[config.mk]
export PLATFORM = sky130hd
export DESIGN_NAME = ddr_ring_arbiter
export DESIGN_NICKNAME = d
export VERILOG_FILES = /design/src/rtl/ddr_pkg.sv /design/src/rtl/ddr_ring_ptr.sv /design/src/rtl/ddr_ring_arbiter.sv
export SDC_FILE = /design/constraint.sdc
export NUM_CORES = 1
export LEC_CHECK = 0
export CAP_MARGIN = 20
export CORE_AREA = 2 2 457 459
export CTS_CLUSTER_DIAMETER = 30
export CTS_CLUSTER_SIZE = 20
export DETAILED_ROUTE_END_ITERATION = 6
export DIE_AREA = 0 0 459 461
export GPL_TIMING_DRIVEN = 1
export HOLD_SLACK_MARGIN = 0.05
export SLEW_MARGIN = 20
export SYNTH_ARGS = -nofsm -noshare
export SYNTH_HDL_FRONTEND = slang
export SYNTH_SLANG_ARGS = --single-unit
[constraint.sdc]
create_clock -name ddr_clk_i -period 8.7 [get_ports ddr_clk_i]
set_input_delay 1.74 -clock ddr_clk_i [delete_from_list [all_inputs] [get_ports ddr_clk_i]]
set_output_delay 1.74 -clock ddr_clk_i [all_outputs]
set_load 0.02 [all_outputs]
[src/rtl/ddr_pkg.sv]
`default_nettype none
// ----------------------------------------------------------------------------
// ddr_pkg : shared encodings and helpers for the DDR ring-buffer arbiter
// Rev 1.0
// ----------------------------------------------------------------------------
package ddr_pkg;

  localparam logic [2:0] c_st_idle    = 3'd0;
  localparam logic [2:0] c_st_wr_req  = 3'd1;
  localparam logic [2:0] c_st_wr_busy = 3'd2;
  localparam logic [2:0] c_st_rd_req  = 3'd3;
  localparam logic [2:0] c_st_rd_busy = 3'd4;

  typedef enum logic {
    GNT_WR = 1'b0,
    GNT_RD = 1'b1
  } grant_t;

  function automatic int unsigned min3(input int unsigned a,
                                       input int unsigned b,
                                       input int unsigned c);
    int unsigned m;
    m = (a < b) ? a : b;
    return (m < c) ? m : c;
  endfunction

endpackage
`default_nettype wire

[src/rtl/ddr_ring_ptr.sv]
`default_nettype none
// ----------------------------------------------------------------------------
// ddr_ring_ptr : ring write/read pointers and committed fill level
// Rev 1.0
// ----------------------------------------------------------------------------
module ddr_ring_ptr
  import ddr_pkg::*;
#(
  parameter int unsigned RING_BEATS = 1048576,
  parameter int unsigned PW         = $clog2(RING_BEATS)
) (
  input  logic          ddr_clk_i,
  input  logic          ddr_rst_n_i,
  input  logic          commit_i,
  input  grant_t        commit_sel_i,
  input  logic [7:0]    commit_len_i,
  output logic [PW-1:0] wr_ptr_o,
  output logic [PW-1:0] rd_ptr_o,
  output logic [PW:0]   level_o,
  output logic [PW:0]   free_o,
  output logic          full_o,
  output logic          empty_o
);

  localparam logic [PW:0] c_ring_beats = (PW+1)'(RING_BEATS);

  logic [PW-1:0] r_wr_ptr;
  logic [PW-1:0] r_rd_ptr;
  logic [PW:0]   r_level;

  // Pointers wrap by natural PW-bit overflow; bursts never straddle the wrap.
  always_ff @(posedge ddr_clk_i or negedge ddr_rst_n_i) begin
    if (!ddr_rst_n_i) begin
      r_wr_ptr <= '0;
      r_rd_ptr <= '0;
      r_level  <= '0;
    end else if (commit_i) begin
      if (commit_sel_i == GNT_WR) begin
        r_wr_ptr <= r_wr_ptr + PW'(commit_len_i);
        r_level  <= r_level + (PW+1)'(commit_len_i);
      end else begin
        r_rd_ptr <= r_rd_ptr + PW'(commit_len_i);
        r_level  <= r_level - (PW+1)'(commit_len_i);
      end
    end
  end

  assign wr_ptr_o = r_wr_ptr;
  assign rd_ptr_o = r_rd_ptr;
  assign level_o  = r_level;
  assign free_o   = c_ring_beats - r_level;
  assign full_o   = (r_level == c_ring_beats);
  assign empty_o  = (r_level == '0);

endmodule
`default_nettype wire

[src/rtl/ddr_ring_arbiter.sv]
`default_nettype none
// ----------------------------------------------------------------------------
// ddr_ring_arbiter : DDR used as a ring buffer between ingress and egress FIFOs
// Rev 1.0
// ----------------------------------------------------------------------------
module ddr_ring_arbiter
  import ddr_pkg::*;
#(
  parameter real         TCQ           = 0.1,
  parameter int unsigned MEM_DATA_BITS = 256,
  parameter int unsigned ADDR_WIDTH    = 30,
  parameter int unsigned BURST_LEN     = 64,
  parameter int unsigned ADDR_STEP     = 8,
  parameter int unsigned RING_BASE     = 0,
  parameter int unsigned RING_BEATS    = 1048576,
  parameter int unsigned PW            = $clog2(RING_BEATS)
) (
  input  logic                     ddr_clk_i,
  input  logic                     ddr_rst_n_i,
  input  logic                     local_init_done_i,
  input  logic                     flush_i,
  input  logic [MEM_DATA_BITS-1:0] wfifo_rd_data_i,
  input  logic [15:0]              wfifo_count_i,
  output logic                     wfifo_rd_en_o,
  output logic                     rfifo_wr_en_o,
  output logic [MEM_DATA_BITS-1:0] rfifo_wr_data_o,
  input  logic [15:0]              rfifo_space_i,
  output logic                     wr_ddr_req_o,
  output logic [7:0]               wr_ddr_len_o,
  output logic [ADDR_WIDTH-1:0]    wr_ddr_addr_o,
  input  logic                     wr_ddr_data_req_i,
  output logic [MEM_DATA_BITS-1:0] wr_ddr_data_o,
  input  logic                     wr_ddr_finish_i,
  output logic                     rd_ddr_req_o,
  output logic [7:0]               rd_ddr_len_o,
  output logic [ADDR_WIDTH-1:0]    rd_ddr_addr_o,
  input  logic                     rd_ddr_data_valid_i,
  input  logic [MEM_DATA_BITS-1:0] rd_ddr_data_i,
  input  logic                     rd_ddr_finish_i,
  output logic [PW:0]              ring_level_o,
  output logic                     ring_full_o,
  output logic                     ring_empty_o,
  output logic                     burst_abort_o
);

  if (BURST_LEN < 1 || BURST_LEN > 255 || (RING_BEATS % BURST_LEN) != 0 ||
      (RING_BEATS & (RING_BEATS - 1)) != 0 || TCQ < 0.0) begin : g_param_check
    $error("ddr_ring_arbiter: invalid parameterisation");
  end

  logic [2:0]            r_state;
  logic [2:0]            w_state_nxt;
  grant_t                r_last_grant;
  logic [7:0]            r_wr_len;
  logic [7:0]            r_rd_len;
  logic [ADDR_WIDTH-1:0] r_wr_addr;
  logic [ADDR_WIDTH-1:0] r_rd_addr;
  logic                  r_abort;

  logic [PW-1:0]         w_wr_ptr;
  logic [PW-1:0]         w_rd_ptr;
  logic [PW:0]           w_level;
  logic [PW:0]           w_free;
  int unsigned           w_wlen;
  int unsigned           w_rlen;
  logic                  w_wr_elig;
  logic                  w_rd_elig;
  logic                  w_grant_wr;
  logic                  w_grant_rd;
  logic                  w_in_wr;
  logic                  w_in_rd;
  logic                  w_wr_done;
  logic                  w_rd_done;
  logic                  w_abort;
  logic [ADDR_WIDTH-1:0] w_wr_addr;
  logic [ADDR_WIDTH-1:0] w_rd_addr;

  // Burst length is clipped so a burst never runs past the end of the ring.
  always_comb begin
    w_wlen = min3(BURST_LEN, RING_BEATS - 32'(w_wr_ptr), 32'(wfifo_count_i));
    w_rlen = min3(BURST_LEN, RING_BEATS - 32'(w_rd_ptr), 32'(w_level));
    w_wr_elig = local_init_done_i &&
                (32'(wfifo_count_i) >= BURST_LEN || (flush_i && wfifo_count_i != '0)) &&
                32'(w_free) >= w_wlen && w_wlen != 0;
    w_rd_elig = local_init_done_i &&
                (32'(w_level) >= BURST_LEN || (flush_i && w_level != '0)) &&
                32'(rfifo_space_i) >= w_rlen;
    w_grant_wr = w_wr_elig && (!w_rd_elig || r_last_grant == GNT_RD);
    w_grant_rd = w_rd_elig && !w_grant_wr;
  end

  assign w_wr_addr = ADDR_WIDTH'(RING_BASE) + ADDR_WIDTH'(w_wr_ptr) * ADDR_WIDTH'(ADDR_STEP);
  assign w_rd_addr = ADDR_WIDTH'(RING_BASE) + ADDR_WIDTH'(w_rd_ptr) * ADDR_WIDTH'(ADDR_STEP);

  assign w_in_wr   = (r_state == c_st_wr_req) || (r_state == c_st_wr_busy);
  assign w_in_rd   = (r_state == c_st_rd_req) || (r_state == c_st_rd_busy);
  assign w_abort   = (r_state != c_st_idle) && !local_init_done_i;
  assign w_wr_done = w_in_wr && wr_ddr_finish_i && local_init_done_i;
  assign w_rd_done = w_in_rd && rd_ddr_finish_i && local_init_done_i;

  always_comb begin
    w_state_nxt = r_state;
    case (r_state)
      c_st_idle: begin
        if (w_grant_wr)      w_state_nxt = c_st_wr_req;
        else if (w_grant_rd) w_state_nxt = c_st_rd_req;
      end
      c_st_wr_req:  w_state_nxt = c_st_wr_busy;
      c_st_rd_req:  w_state_nxt = c_st_rd_busy;
      c_st_wr_busy,
      c_st_rd_busy: w_state_nxt = r_state;
      default:      w_state_nxt = c_st_idle;
    endcase
    if (w_abort || w_wr_done || w_rd_done) w_state_nxt = c_st_idle;
  end

  always_ff @(posedge ddr_clk_i or negedge ddr_rst_n_i) begin
    if (!ddr_rst_n_i) begin
      r_state      <= c_st_idle;
      r_last_grant <= GNT_RD;
      r_wr_len     <= '0;
      r_rd_len     <= '0;
      r_wr_addr    <= '0;
      r_rd_addr    <= '0;
      r_abort      <= 1'b0;
    end else begin
      r_state <= w_state_nxt;
      r_abort <= w_abort;
      if (r_state == c_st_idle && w_grant_wr) begin
        r_wr_len     <= 8'(w_wlen);
        r_wr_addr    <= w_wr_addr;
        r_last_grant <= GNT_WR;
      end
      if (r_state == c_st_idle && w_grant_rd) begin
        r_rd_len     <= 8'(w_rlen);
        r_rd_addr    <= w_rd_addr;
        r_last_grant <= GNT_RD;
      end
    end
  end

  ddr_ring_ptr #(
    .RING_BEATS (RING_BEATS),
    .PW         (PW)
  ) u_ring_ptr (
    .ddr_clk_i    (ddr_clk_i),
    .ddr_rst_n_i  (ddr_rst_n_i),
    .commit_i     (w_wr_done || w_rd_done),
    .commit_sel_i (w_rd_done ? GNT_RD : GNT_WR),
    .commit_len_i (w_rd_done ? r_rd_len : r_wr_len),
    .wr_ptr_o     (w_wr_ptr),
    .rd_ptr_o     (w_rd_ptr),
    .level_o      (w_level),
    .free_o       (w_free),
    .full_o       (ring_full_o),
    .empty_o      (ring_empty_o)
  );

  assign wr_ddr_req_o    = (r_state == c_st_wr_req);
  assign wr_ddr_len_o    = r_wr_len;
  assign wr_ddr_addr_o   = r_wr_addr;
  assign rd_ddr_req_o    = (r_state == c_st_rd_req);
  assign rd_ddr_len_o    = r_rd_len;
  assign rd_ddr_addr_o   = r_rd_addr;
  assign wfifo_rd_en_o   = (r_state == c_st_wr_busy) && wr_ddr_data_req_i;
  assign wr_ddr_data_o   = w_in_wr ? wfifo_rd_data_i : '0;
  assign rfifo_wr_en_o   = (r_state == c_st_rd_busy) && rd_ddr_data_valid_i;
  assign rfifo_wr_data_o = (r_state == c_st_rd_busy) ? rd_ddr_data_i : '0;
  assign ring_level_o    = w_level;
  assign burst_abort_o   = r_abort;

endmodule
`default_nettype wire

==> metrics.log <==
[metrics] Tightest Hold Check Type: reg2reg
[metrics] die outline area: 212000 um2
[metrics] post-synthesis average cell area: 8.01 um2
[metrics] required time worst endpoint: 9.02 ns
[metrics] relative slew slack: 26.2%
[metrics] sinks on the clock net: 122
[metrics] Overflow after GRT: 0
[metrics] I/O pin cnt: 1168
[metrics] Post-synth ARST share: 100%
[metrics] core utilization of the finished layout: 14.1%
[metrics] flip-flop and latch count after synthesis: 122
[metrics] number of enable-type register cells in the synthesized netlist: 0
[metrics] post-synth cell types: 76
[metrics] Max IR drop VDD: 140 uV
[metrics] pin slew with the least headroom to its limit: 1.11 ns
[metrics] synthesized area: 13700 um2
[metrics] number of warnings reported in the yosys synthesis log: 0
[metrics] leading register cell type out of synthesis: dfrtp_1
[metrics] final cycle utilization of the critical path: 90.4%
[metrics] root buffer cell: clkbuf_16
[metrics] max_cap viols: 0
[metrics] layout-stage area growth over the synthesis result: 112%
[metrics] time the final worst path needs with I/O delays and setup: 7.87 ns
[metrics] slack of the worst reg-to-reg path: 0.83 ns
[metrics] dominant cell type by area after synthesis: and2_1
[metrics] initial antenna violation count: 215
[metrics] initial cell density of the core: 6.65%
[metrics] cell area reported after detailed placement: 28300 um2
[metrics] type of element capturing the critical path: flop
[metrics] cell count after synthesis: 1715
[metrics] largest driver fanout on the critical path: 29
[metrics] die outline height: 461 um
[metrics] worst hold-check slack: 0.507 ns
[metrics] slowest library cell on the worst path: o22ai_1
[metrics] Horiz. Die Dim: 459 um
[metrics] kind of start point of the critical path: flop
[metrics] first-pass GRT wire length: 242000 um
[metrics] final weighted congestion of routability-driven global placement: 1.41
[metrics] Vias/cell: 3.32
[metrics] design area: 29100 um2
[metrics] final slew viol count: 0
[metrics] Antenna Nets Post-Route: 0
[metrics] outcome: finished, final reports clean
[metrics] insertion delay to the later sink of the worst-skew pair: 0.44 ns
[metrics] Post-CTS Setup Inserts: 0
[metrics] number of nets in the finished design: 3496
[metrics] sequential share of the synthesized area: 22.2%
[metrics] total via count in the routed design: 18600
[metrics] maximum number of pins on one net before global-route repair: 258
[metrics] all-layer global routing usage: 18.5%
[metrics] detailed-route DRC error count: 0
[metrics] cts repair resizes: 0
[metrics] drt initial violations: 1150
[metrics] Final HPWL DP: 190000 um
[metrics] share of layout cells above drive strength 1: 4.09%
[metrics] total clock buffers created by CTS: 17
[metrics] placeable core region: 206000 um2
[metrics] detailed-router iteration count before antenna repair: 5
[metrics] floorplan row count: 167
[metrics] clock tree from TritonCTS: yes
[metrics] final setup violation count: 0
[metrics] cell repeated most along the worst path: ha_1
[metrics] number of port buffers: 1147
[metrics] Avg WL per Cell: 36.5 um
[metrics] worst endpoint data arrival time: 8.18 ns
[metrics] wire length reported by the detailed router: 204000 um
[metrics] maximum clock skew at final layout: 0.0127 ns
[metrics] via count of the first global-routing pass: 17400
[metrics] max frequency: 127 MHz
[metrics] number of failing hold endpoints at the final stage: 0
[metrics] Synth area leaders: and2_1, dfrtp_1, ha_1, xnor2_1, nand2_1
[metrics] post-CTS clock slew at the launch and capture registers of the worst setup and hold paths: 0.06 ns
[metrics] library cell with the highest instance count after synthesis: and2_1
[metrics] share of Yosys cell area claimed by the top area cell type: 23.7%
[metrics] Power per Cell Area: 299 nW/um2
[metrics] maximum level of the CTS H-tree: 4
[metrics] leakage: 0.0111 uW
[metrics] most frequent cells after synthesis: and2_1, dfrtp_1, ha_1
[metrics] Post-CTS Hold Buffers: 0
[metrics] setup repair after global routing missed its margin: no
[metrics] setup TNS: 0 ns
[metrics] largest buffer count on any clock path: 2
[metrics] category of the most critical setup path: reg2reg
[metrics] worst stage delay on the critical path: 0.74 ns
cell families (layout without fill, tap and decap cells):
group / count (synthesis) / in the layout / share of synthesized area (%)
compound gates: 236 / 236 / 11.2
simple gates: 881 / 881 / 37.7
xor+xnor: 81 / 81 / 5.17
flops: 122 / 122 / 22.2
buf+inv: 203 / 1279 / 6.61
other cells: 2 / 110 / 0.0547
mux: 71 / 71 / 6.00
fa+ha+maj: 119 / 119 / 11.0
where the power goes:
group          switching, uW  internal (uW)
logic                   4160           2670
clock network            301            396
registers                415            734
total                   4870           3800
cells in the final DEF (no fill, tap or decap), drive strengths merged, types with 7 or more instances in the layout:
| cell type | Yosys | final |
|---|---|---|
| a211oi | 12 | 12 |
| a21boi | 7 | 7 |
| a21o | 25 | 25 |
| a21oi | 51 | 51 |
| and2 | 520 | 520 |
| and3 | 16 | 16 |
| buf | 36 | 16 |
| clkbuf | 82 | 17 |
| clkdlybuf4s50 | 0 | 1146 |
| conb | 2 | 49 |
| dfrtp | 121 | 121 |
| diode | 0 | 61 |
| ha | 116 | 116 |
| inv | 85 | 90 |
| mux2 | 43 | 43 |
| mux2i | 28 | 28 |
| nand2 | 94 | 94 |
| nand2b | 29 | 29 |
| nand3 | 35 | 35 |
| nand4 | 13 | 13 |
| nor2 | 73 | 73 |
| nor2b | 14 | 14 |
| nor3 | 26 | 26 |
| nor3b | 7 | 7 |
| nor4 | 19 | 19 |
| o211ai | 7 | 7 |
| o21ai | 70 | 70 |
| o31ai | 15 | 15 |
| or3 | 9 | 9 |
| or4 | 7 | 7 |
| xnor2 | 53 | 53 |
| xor2 | 28 | 28 |
registers in the layout (all words and copies together) (netlist names):
name,count
burst_abort_o,1
r_last_grant,1
u_ring_ptr.wr_ptr_o,20
rd_ddr_addr_o,20
r_state,3
wr_ddr_len_o,8
u_ring_ptr.level_o,21
wr_ddr_addr_o,20
rd_ddr_len_o,8
u_ring_ptr.rd_ptr_o,20
critical path: cells and delay by family (launching register included):
kind	cells	cell delay [ns]
fa+ha+maj	3	0.82
compound gates	13	3.62
simple gates	8	1.64
buf+inv	2	0.51
mux	2	0.68
flops	1	0.46
layer usage:
metal  GRT usage, %  wire [um]
met1           20.3      77000
met2           28.3      87900
met3           14.9      35600
met4           1.97       3170
met5          0.230        793
cell type report:
cell class                      count  area [um2]
Antenna cell                       61         153
Clock buffer                       17         425
Clock inverter                     15         141
Fill cell                       23600      177000
Inverter                           85         319
Multi-Input combinational cell   1437        9960
Sequential cell                   122        3050
Tap cell                         2704        3380
Timing Repair Buffer             1162       11600
path summary, 6_finish.rpt:
check	end	cells past startpoint	from
min in group asynchronous	wr_ddr_addr_o[3]$_DFFE_PN0P_	1	ddr_rst_n_i
max reg2reg	rd_ddr_addr_o[8]$_DFFE_PN0P_	28	u_ring_ptr.rd_ptr_o[1]$_DFFE_PN0P_
min reg2reg	rd_ddr_addr_o[9]$_DFFE_PN0P_	1	rd_ddr_addr_o[9]$_DFFE_PN0P_
min	rd_ddr_addr_o[9]$_DFFE_PN0P_	1	rd_ddr_addr_o[9]$_DFFE_PN0P_
max	rd_ddr_addr_o[8]$_DFFE_PN0P_	28	u_ring_ptr.rd_ptr_o[1]$_DFFE_PN0P_
max in group asynchronous	rd_ddr_addr_o[22]$_DFFE_PN0P_	2	ddr_rst_n_i
per-stage QoR:
stage                     power (uW)  cells  setup WS, ns
after detailed placement        8030   5510         0.768
final                           8680   5603         0.835
after floorplan                 4310   1762          2.00
after global routing            9160   5552         0.106
after CTS                       8770   5542         0.724
after global placement          8010   5510         0.884
(Power assumes the default switching activity.)
